<file path="src/rtl/count_ctrl_pkg.sv">
// Shared types and BCD constants for the count_ctrl BCD up/down counter.
package count_ctrl_pkg;

    typedef enum logic [1:0] {
        IDLE  = 2'd0,
        RUN   = 2'd1,
        PAUSE = 2'd2,
        DONE  = 2'd3
    } state_t;

    localparam logic [3:0] BCD_MAX = 4'd9;
    localparam logic [7:0] TERM_UP = 8'h99;
    localparam logic [7:0] TERM_DN = 8'h00;

    function automatic logic bcd_valid(input logic [7:0] v);
        return (v[7:4] <= BCD_MAX) && (v[3:0] <= BCD_MAX);
    endfunction

endpackage

</file>
<file path="src/rtl/count_ctrl_if.sv">
// Control and status signals of count_ctrl; master drives controls, slave is the counter.
interface count_ctrl_if;
    logic       start;
    logic       pause;
    logic       load;
    logic       up;
    logic [7:0] preset;
    logic [3:0] tens;
    logic [3:0] ones;
    logic       tick;
    logic       running;
    logic       done;

    modport master (
        output start, pause, load, up, preset,
        input  tens, ones, tick, running, done
    );

    modport slave (
        input  start, pause, load, up, preset,
        output tens, ones, tick, running, done
    );
endinterface

</file>
<file path="src/rtl/count_ctrl_tick_gen.sv">
// Period divider: tick strobes during the cycle whose rising edge wraps the divider,
// so the parent can update the count on that same edge.
module tick_gen #(
    parameter int unsigned DIV = 50000000
) (
    input  logic clk,
    input  logic clr,
    input  logic en,
    input  logic sclr,
    output logic tick
);
    localparam int unsigned W = $clog2(DIV);
    localparam logic [W-1:0] LAST = W'(DIV - 1);

    logic [W-1:0] div;

    assign tick = en && (div == LAST);

    always_ff @(posedge clk or posedge clr) begin
        if (clr) begin
            div <= '0;
        end else if (sclr) begin
            div <= '0;
        end else if (en) begin
            div <= tick ? '0 : div + 1'b1;
        end
    end
endmodule

</file>
<file path="src/rtl/count_ctrl.sv">
// Two-digit BCD up/down counter with IDLE/RUN/PAUSE/DONE control, one step per DIV clocks.
module count_ctrl
    import count_ctrl_pkg::*;
#(
    parameter int unsigned DIV = 50000000
) (
    input  logic        clk,
    input  logic        clr,
    count_ctrl_if.slave bus
);
    state_t     state;
    logic [3:0] tens;
    logic [3:0] ones;
    logic       tick_q;
    logic       wrap;
    logic       sclr;
    logic       load_ok;
    logic [3:0] nx_tens;
    logic [3:0] nx_ones;
    logic       term;

    assign load_ok = bus.load && bcd_valid(bus.preset);

    // Divider restarts on entry from IDLE and on every accepted load; resume from PAUSE keeps it.
    always_comb begin
        sclr = 1'b0;
        case (state)
            IDLE:    sclr = bus.start || load_ok;
            PAUSE:   sclr = !(bus.start && !bus.pause) && load_ok;
            DONE:    sclr = load_ok;
            default: sclr = 1'b0;
        endcase
    end

    tick_gen #(.DIV(DIV)) u_tick_gen (
        .clk  (clk),
        .clr  (clr),
        .en   (state == RUN),
        .sclr (sclr),
        .tick (wrap)
    );

    always_comb begin
        nx_tens = tens;
        nx_ones = ones;
        if (bus.up) begin
            if (ones == BCD_MAX) begin
                nx_ones = '0;
                nx_tens = (tens == BCD_MAX) ? '0 : tens + 4'd1;
            end else begin
                nx_ones = ones + 4'd1;
            end
        end else begin
            if (ones == '0) begin
                nx_ones = BCD_MAX;
                nx_tens = (tens == '0) ? BCD_MAX : tens - 4'd1;
            end else begin
                nx_ones = ones - 4'd1;
            end
        end
        term = bus.up ? ({nx_tens, nx_ones} == TERM_UP) : ({nx_tens, nx_ones} == TERM_DN);
    end

    always_ff @(posedge clk or posedge clr) begin
        if (clr) begin
            state  <= IDLE;
            tens   <= '0;
            ones   <= '0;
            tick_q <= 1'b0;
        end else begin
            tick_q <= 1'b0;
            case (state)
                IDLE: begin
                    if (bus.start) begin
                        state <= RUN;
                    end else if (load_ok) begin
                        {tens, ones} <= bus.preset;
                    end
                end
                RUN: begin
                    if (wrap) begin
                        tick_q <= 1'b1;
                        tens   <= nx_tens;
                        ones   <= nx_ones;
                        if (term) begin
                            state <= DONE;
                        end else if (bus.pause) begin
                            state <= PAUSE;
                        end
                    end else if (bus.pause) begin
                        state <= PAUSE;
                    end
                end
                PAUSE: begin
                    if (bus.start && !bus.pause) begin
                        state <= RUN;
                    end else if (load_ok) begin
                        {tens, ones} <= bus.preset;
                    end
                end
                DONE: begin
                    if (load_ok) begin
                        {tens, ones} <= bus.preset;
                        state        <= IDLE;
                    end
                end
                default: state <= IDLE;
            endcase
        end
    end

    assign bus.tens    = tens;
    assign bus.ones    = ones;
    assign bus.tick    = tick_q;
    assign bus.running = (state == RUN);
    assign bus.done    = (state == DONE);
endmodule

</file>
<file path="src/flat_wrapper.sv">
// flat-port wrapper written by rule: the top's interface ports become plain ports
module count_ctrl_flat import count_ctrl_pkg::*;
#(
    parameter int unsigned DIV = 50000000
)
  (clk, clr, bus_start, bus_pause, bus_load, bus_up, bus_preset, bus_tens, bus_ones, bus_tick, bus_running, bus_done);
  count_ctrl_if bus_i ();
  input  logic clk;
  input  logic clr;
  input wire logic [$bits(bus_i.start)-1:0] bus_start;
  input wire logic [$bits(bus_i.pause)-1:0] bus_pause;
  input wire logic [$bits(bus_i.load)-1:0] bus_load;
  input wire logic [$bits(bus_i.up)-1:0] bus_up;
  input wire logic [$bits(bus_i.preset)-1:0] bus_preset;
  output wire logic [$bits(bus_i.tens)-1:0] bus_tens;
  output wire logic [$bits(bus_i.ones)-1:0] bus_ones;
  output wire logic [$bits(bus_i.tick)-1:0] bus_tick;
  output wire logic [$bits(bus_i.running)-1:0] bus_running;
  output wire logic [$bits(bus_i.done)-1:0] bus_done;
  assign bus_i.start = bus_start;
  assign bus_i.pause = bus_pause;
  assign bus_i.load = bus_load;
  assign bus_i.up = bus_up;
  assign bus_i.preset = bus_preset;
  assign bus_tens = bus_i.tens;
  assign bus_ones = bus_i.ones;
  assign bus_tick = bus_i.tick;
  assign bus_running = bus_i.running;
  assign bus_done = bus_i.done;
  count_ctrl #(.DIV(DIV)) u_core (.clk(clk), .clr(clr), .bus(bus_i));
endmodule
</file>
<file path="config.mk">
export PLATFORM = sky130hd
export DESIGN_NAME = count_ctrl_flat
export DESIGN_NICKNAME = d
export VERILOG_FILES = /design/src/rtl/count_ctrl_pkg.sv /design/src/rtl/count_ctrl_if.sv /design/src/rtl/count_ctrl_tick_gen.sv /design/src/rtl/count_ctrl.sv /design/src/flat_wrapper.sv
export SDC_FILE = /design/constraint.sdc
export NUM_CORES = 1
export LEC_CHECK = 0
export BUFFER_PORTS_ARGS = -buffer_cell sky130_fd_sc_hd__clkbuf_2
export CAP_MARGIN = 10
export CORE_MARGIN = 2
export CORE_UTILIZATION = 55
export DETAILED_ROUTE_END_ITERATION = 7
export PLACE_DENSITY = 0.75
export SYNTH_ARGS = -nofsm -noshare
export SYNTH_HDL_FRONTEND = slang
export SYNTH_SLANG_ARGS = --single-unit
</file>
<file path="constraint.sdc">
create_clock -name clk -period 4.4 [get_ports clk]
set_input_delay 1.32 -clock clk [delete_from_list [all_inputs] [get_ports clk]]
set_output_delay 1.32 -clock clk [all_outputs]
set_load 0.02 [all_outputs]
</file>
# Word-level counts from Yosys, hierarchy flattened
# Cells that the tools add are included.
dict set report op_classes {
  addsub 5
  n_mul 0
  div_mod_pow 0
  order_cmp 2
  n_eq_ne 13
  shifts 0
  muxes 32
  bitwise_logic 0
  reduce_logical 15
}
# op n
set op_table {}
lappend op_table {{26-bit two-way mux} 3}
lappend op_table {{4-bit two-way mux} 16}
lappend op_table {{4-bit case mux with 4 select lines} 2}
lappend op_table {{26-bit by 1-bit adder with 26-bit output, second input constant} 1}
lappend op_table {{26-bit == test, second input constant} 1}
lappend op_table {{2-bit two-way mux} 6}
lappend op_table {{4-bit by 1-bit adder with 4-bit output, second input constant} 2}
lappend op_table {{4-bit == test, second input constant} 2}
lappend op_table {{8-bit == test, second input constant} 1}
lappend op_table {{4-bit less-or-equal comparator, second input constant} 2}
lappend op_table {{4-bit logical NOT} 2}
lappend op_table {{8-bit logical NOT} 1}
lappend op_table {{2-bit case mux with 4 select lines} 1}
lappend op_table {{4-bit by 1-bit subtractor with 4-bit output, second input constant} 2}
lappend op_table {{2-bit by 1-bit != test with 1-bit output, second input constant} 3}
lappend op_table {{2-bit != test, second input constant} 3}
lappend op_table {{3-bit AND reduction} 2}
lappend op_table {{1-bit logical AND} 5}
lappend op_table {{2-bit == test, second input constant} 2}
lappend op_table {{1-bit two-way mux} 3}
lappend op_table {{1-bit case mux with 3 select lines} 1}
lappend op_table {{2-bit by 1-bit == test with 1-bit output, second input constant} 1}
lappend op_table {{1-bit logical NOT} 2}
lappend op_table {{2-bit logical NOT} 1}
lappend op_table {{2 further kinds} 2}
dict set report word_totals {
  reg_bits 37
  latch_bits 0
  ramBits 0
  rom_bits 0
  input_bits 14
  output_inout_bits 11
  elab_cells 72
  n_memories 0
}

# Depth between registers and ports, before layout
dict set report depth {
  word_depth 9
  depth_mapped 8
  ltp_nobuf 6
}

# Cells and area by module
# A second synthesis with hierarchy kept.
dict set report unflattened {
  cells_unflattened 277
  area_unflattened_um2 2404.8
}
# module n_inst cells_each area_each_um2 seq_area_each_um2
set by_module_without_submodules {}
lappend by_module_without_submodules {tick_gen 1 156 1446.4 650.6}
lappend by_module_without_submodules {count_ctrl 1 121 958.4 275.3}

# Worst setup path before layout
# Ideal clock, no wire load.
dict set report synth_path {
  path_kind {input-to-reg}
  startpoint {input port bus_pause}
  endpoint {register u_core.u_tick_gen.div[4]}
  setup_time_ps 95
  arrival_ps 2564
  required_time_ps 4305
  setup_slack_ps 1741
  stages 6
  n_path_buf 1
  cell_sequence {or3b_2 -> nand4_1 -> a22o_1 -> clkbuf_1 -> o21ai_0 -> o31ai_1}
}
dict set report synth_between {
  elab_chain_cells 6
  word_cells_on_any_way 7
  classes_between {mux: 2; reduce/logical: 5}
}
# element line
set synth_lines {}
lappend synth_lines {{from (decl)} flat_wrapper.sv:11} ;# input wire logic [$bits(bus_i.pause)-1:0] bus_pause;
lappend synth_lines {{1-bit logical NOT (*)} count_ctrl.sv:29} ;# PAUSE: sclr = !(bus.start && !bus.pause) && load_ok;
lappend synth_lines {{1-bit logical AND (*)} count_ctrl.sv:29}
lappend synth_lines {{1-bit logical NOT (*)} count_ctrl.sv:29}
lappend synth_lines {{1-bit logical AND (*)} count_ctrl.sv:29}
lappend synth_lines {{1-bit case mux with 3 select lines (*)} count_ctrl.sv:27} ;# case (state)
lappend synth_lines {{26-bit two-way mux / 2-bit nonzero test (equally long branches)} -}
lappend synth_lines {{to (signal assigned)} count_ctrl_tick_gen.sv:25} ;# div <= tick ? '0 : div + 1'b1;
lappend synth_lines {{to (decl)} count_ctrl_tick_gen.sv:15} ;# logic [W-1:0] div;
# Mark *: on every way between the ends. The rest lies on a longest branch, timed or not.
# A chain may end at the register's enable or synchronous reset.

# Worst setup path after layout
dict set report layout_path {
  startpoint {input port bus_preset[2]}
  endpoint {register u_core.u_tick_gen.div[16]}
}
dict set report layout_between {
  elab_chain_cells 6
  word_cells_on_any_way 8
  classes_between {order compare: 1; mux: 2; reduce/logical: 5}
}
# element line
set layout_lines {}
lappend layout_lines {{from (decl)} flat_wrapper.sv:14} ;# input wire logic [$bits(bus_i.preset)-1:0] bus_preset;
lappend layout_lines {{4-bit less-or-equal comparator (*)} count_ctrl_pkg.sv:16} ;# return (v[7:4] <= BCD_MAX) && (v[3:0] <= BCD_MAX);
lappend layout_lines {{1-bit logical AND (*)} count_ctrl_pkg.sv:16}
lappend layout_lines {{1-bit logical AND (*)} count_ctrl.sv:22} ;# assign load_ok = bus.load && bcd_valid(bus.preset);
lappend layout_lines {{1-bit logical AND / 1-bit logical OR (equally long branches)} {count_ctrl.sv:29, count_ctrl.sv:28}}
lappend layout_lines {{1-bit case mux with 3 select lines (*)} count_ctrl.sv:27}
lappend layout_lines {{26-bit two-way mux / 2-bit nonzero test (equally long branches)} -}
# Marked as above.

==> metrics <==
complex-gate fraction of the synthesized area=0.2331; Post-Synth Simple-Gate Area=0.2915; Peak VDD IR=0.3804 mV; Yosys cell types=53; Post-Syn Instances=297; Avg Cell Area, Syn=roughly 8.4 um2; Finished Cell Area=2720 um2; FF-to-FF path depth=6; Power, Total=1.580 mW; vias in the first global route=2040; Placed Instance Area=2582 um2; vias per std cell=6.465; Hold Path Depth=1; unrepaired setup endpoints after global routing=no; share of cells above drive strength 1=0.1392; global-route wire length before repair=9.549 mm; Routability Congestion=around 0.9; Detailed Place HPWL=3.935 mm; DRC errors left=0; Initial Util=0.5707; CTS Buf Count=5; Max Clock Freq=339.4 MHz; fill count=385; Adder-Cell Fraction of Synth Area=0.005035; Post CTS Setup Buffer Count=0; worst hold path type=reg2reg; Max Cap Viol=0; share of the clock period used by the worst path=0.6697; Setup CP Type=in2reg; largest cells by area after synthesis=dfrtp_1, nand2_1, a22o_1, a31oi_1, nand4_1; Synthesized Nets=312; Hold-fix buffers, CTS=0; diodes inserted=0; remaining antenna violation count after routing=0; initial antenna violation count=0; Hold Path Origin=u_core.u_tick_gen.div[25]; launching point of the worst reg2reg path=u_core.u_tick_gen.div[0]; worst-skew pair later-pin latency=290 ps; routed wire length=5.655 mm; Global Route Usage Sum=0.2319; Worst Path Max Fanout=11; layout net count=about 320; Hold Fails Final Rpt=0; Synth top area share=0.3726; sequential area share after synthesis=0.3726; EDFF count, synth=0; root buf cell=clkbuf_8; final setup vio count=0; ys async rst share=1.000; CP Data Arrival Time=a little over 3000 ps; CTS H-tree depth=2; proportion of synthesized area in mux cells=0.01259; Setup crit start kind=input port; core area=4354 um2; post-layout min period=approximately 3000 ps; largest family of logic cells by synthesized area=simple AND/OR/NAND/NOR gates; Setup crit end kind=flop; 1st-pass router iterations=4; Die ar.=5072 um2; XOR/XNOR share of the synthesized area=0.03172; register clock-pin slew on the reported worst setup and hold paths=90 ps; Crit Reg-Reg Endpoint=u_core.bus.tens[0]; Leakage=1.147 nW; Max Root-Sink Buffers=2; # rows=24; max-slew violations=0; DR WL/cell=roughly 16 um; synthesis-to-layout area growth=9.466%; Worst-Margin Slew=between 1000 and 1500 ps; status=completed; cts repair resizes=0; Die W=71.22 um; Post-Synthesis Cell Area=2485 um2; CP required=4530 ps; Worst slew margin=0.3267; pwr dens=580.9 nW/um2; die height=71.22 um; Final Skew=~16 ps; CTS tree=built; initial DRC count=195; post-synth top area cell=dfrtp_1; r2r setup slk=approximately 1900 ps; setup_tns=0 ps; FF+latch count, synth=37; grt total ovfl=0; vias after detailed routing=2334; Sinks on Clock Net=37; pin count of the biggest net entering global routing=40; warnings from Yosys=0; I/O Pins=25; Worst Hold End=u_core.u_tick_gen.div[25]; ys flop type=dfrtp_1; # port buffers=24
==> report_power, final <==
| group | total (mW) | internal, mW | leakage (nW) | switching (mW) |
|---|---|---|---|---|
| Sequential | 0.607 | 0.422 | 0.488 | 0.185 |
| Combinational | 0.617 | 0.249 | 0.591 | 0.368 |
| Clock | 0.357 | 0.228 | 0.0687 | 0.128 |
==> metal layers <==
layer	wire length (um)	up-vias	part of all wire	global-route usage
li1	-	1154	-	-
met1	2817	1108	0.50	0.3513
met2	2520	68	0.45	0.3477
met3	281	4	0.050	0.04360
met4	36	0	0.0064	0.05031
met5	0	-	0	0
==> state kept, by name, indices dropped and copies added (netlist names) <==
name                   cells
u_core.u_tick_gen.div     26
u_core.bus.tick            1
u_core.bus.tens            4
u_core.state               2
u_core.bus.ones            4
==> synth_stat cells (2+ instances only) <==
cell type   n
a31oi_1    16
nand3_1    16
and4_1      6
nor3_1      6
nand4_1    15
dfrtp_1    37
o211ai_1    2
buf_1       2
a21oi_1    15
nor4b_1     3
nand2b_1    4
buf_6       2
inv_1       6
buf_2       4
nor2_1     21
clkbuf_1   14
a22o_1     12
xnor2_1     5
or2_2       2
a311oi_1    2
o21a_1      4
o21ai_0    14
a21o_1      3
and3_1      7
nand4b_1    2
nor4_1      8
or3_1       3
a22oi_1     2
nand2_1    32
xor2_1      4
a41oi_1     3
mux2i_1     2
or4_1       2
a311o_1     2
==> cell usage in the layout, fill, tap and decap left out, types with 2 or more instances in the layout <==
cell type	instances
dfrtp_1	37
nand2_1	32
clkbuf_2	24
nor2_1	21
nand3_1	16
a31oi_1	16
nand4_1	15
a21oi_1	15
o21ai_0	14
a22o_1	12
nor4_1	8
and3_1	7
nor3_1	6
inv_1	6
and4_1	6
xnor2_1	5
clkbuf_8	5
nand2b_1	4
o21a_1	4
xor2_1	4
nor4b_1	3
a21o_1	3
a41oi_1	3
or3_1	3
buf_4	3
a22oi_1	2
a311o_1	2
nand4b_1	2
or2_2	2
or4_1	2
a311oi_1	2
mux2i_1	2
o211ai_1	2
bufinv_16	2
==> metrics by stage <==
stage / std cells / util / setup slack, ps / hold WS [ps]
after global routing: 361 / 0.6247 / 1207 / 540.7
after global placement: 353 / 0.5931 / 1199 / 479.6
after CTS: 361 / 0.6247 / 1462 / 503.8
after floorplan: 297 / - / 1741 / 441.6
final: 361 / 0.6247 / 1453 / 508.0
after detailed placement: 353 / 0.5931 / 1143 / 489.3
==> kinds of logic after synthesis <==
group / Yosys count
flip-flops: 37
adder cells (fa/ha/maj): 1
buffers and inverters: 29
multiplexers: 3
AO/OA/AOI/OAI: 84
AND/OR/NAND/NOR: 134
XOR/XNOR: 9
==> worst max path at each step <==
stage | from | cells after the start | slack (ps) | to
2_1_floorplan | bus_pause | 6 | 1740 | u_core.u_tick_gen.div[4]
3_3_place_gp | bus_preset[2] | 5 | 1200 | u_core.u_tick_gen.div[25]
3_5_place_dp | bus_preset[2] | 5 | 1140 | u_core.u_tick_gen.div[16]
4_1_cts | bus_preset[2] | 5 | 1460 | u_core.u_tick_gen.div[16]
5_1_grt | bus_preset[2] | 5 | 1210 | u_core.u_tick_gen.div[24]
6_report | bus_preset[2] | 5 | 1450 | u_core.u_tick_gen.div[16]
==> cell type report <==
class	instances	area [um2]	area share
clock buffer	5	68.82	0.02530
clock inverter	3	68.82	0.02530
inverter	6	22.52	0.008280
multi-input combinational	231	1426	0.5244
sequential	37	925.9	0.3404
tap	52	65.06	0.02392
timing repair buffer	27	142.6	0.05244
==> critical path: stages <==
cell      delay [ps]
clkbuf_2          90
o21ai_0          440
nand4_1          190
a22oi_1          830
a31oi_1          200
(Power assumes the default switching activity.)
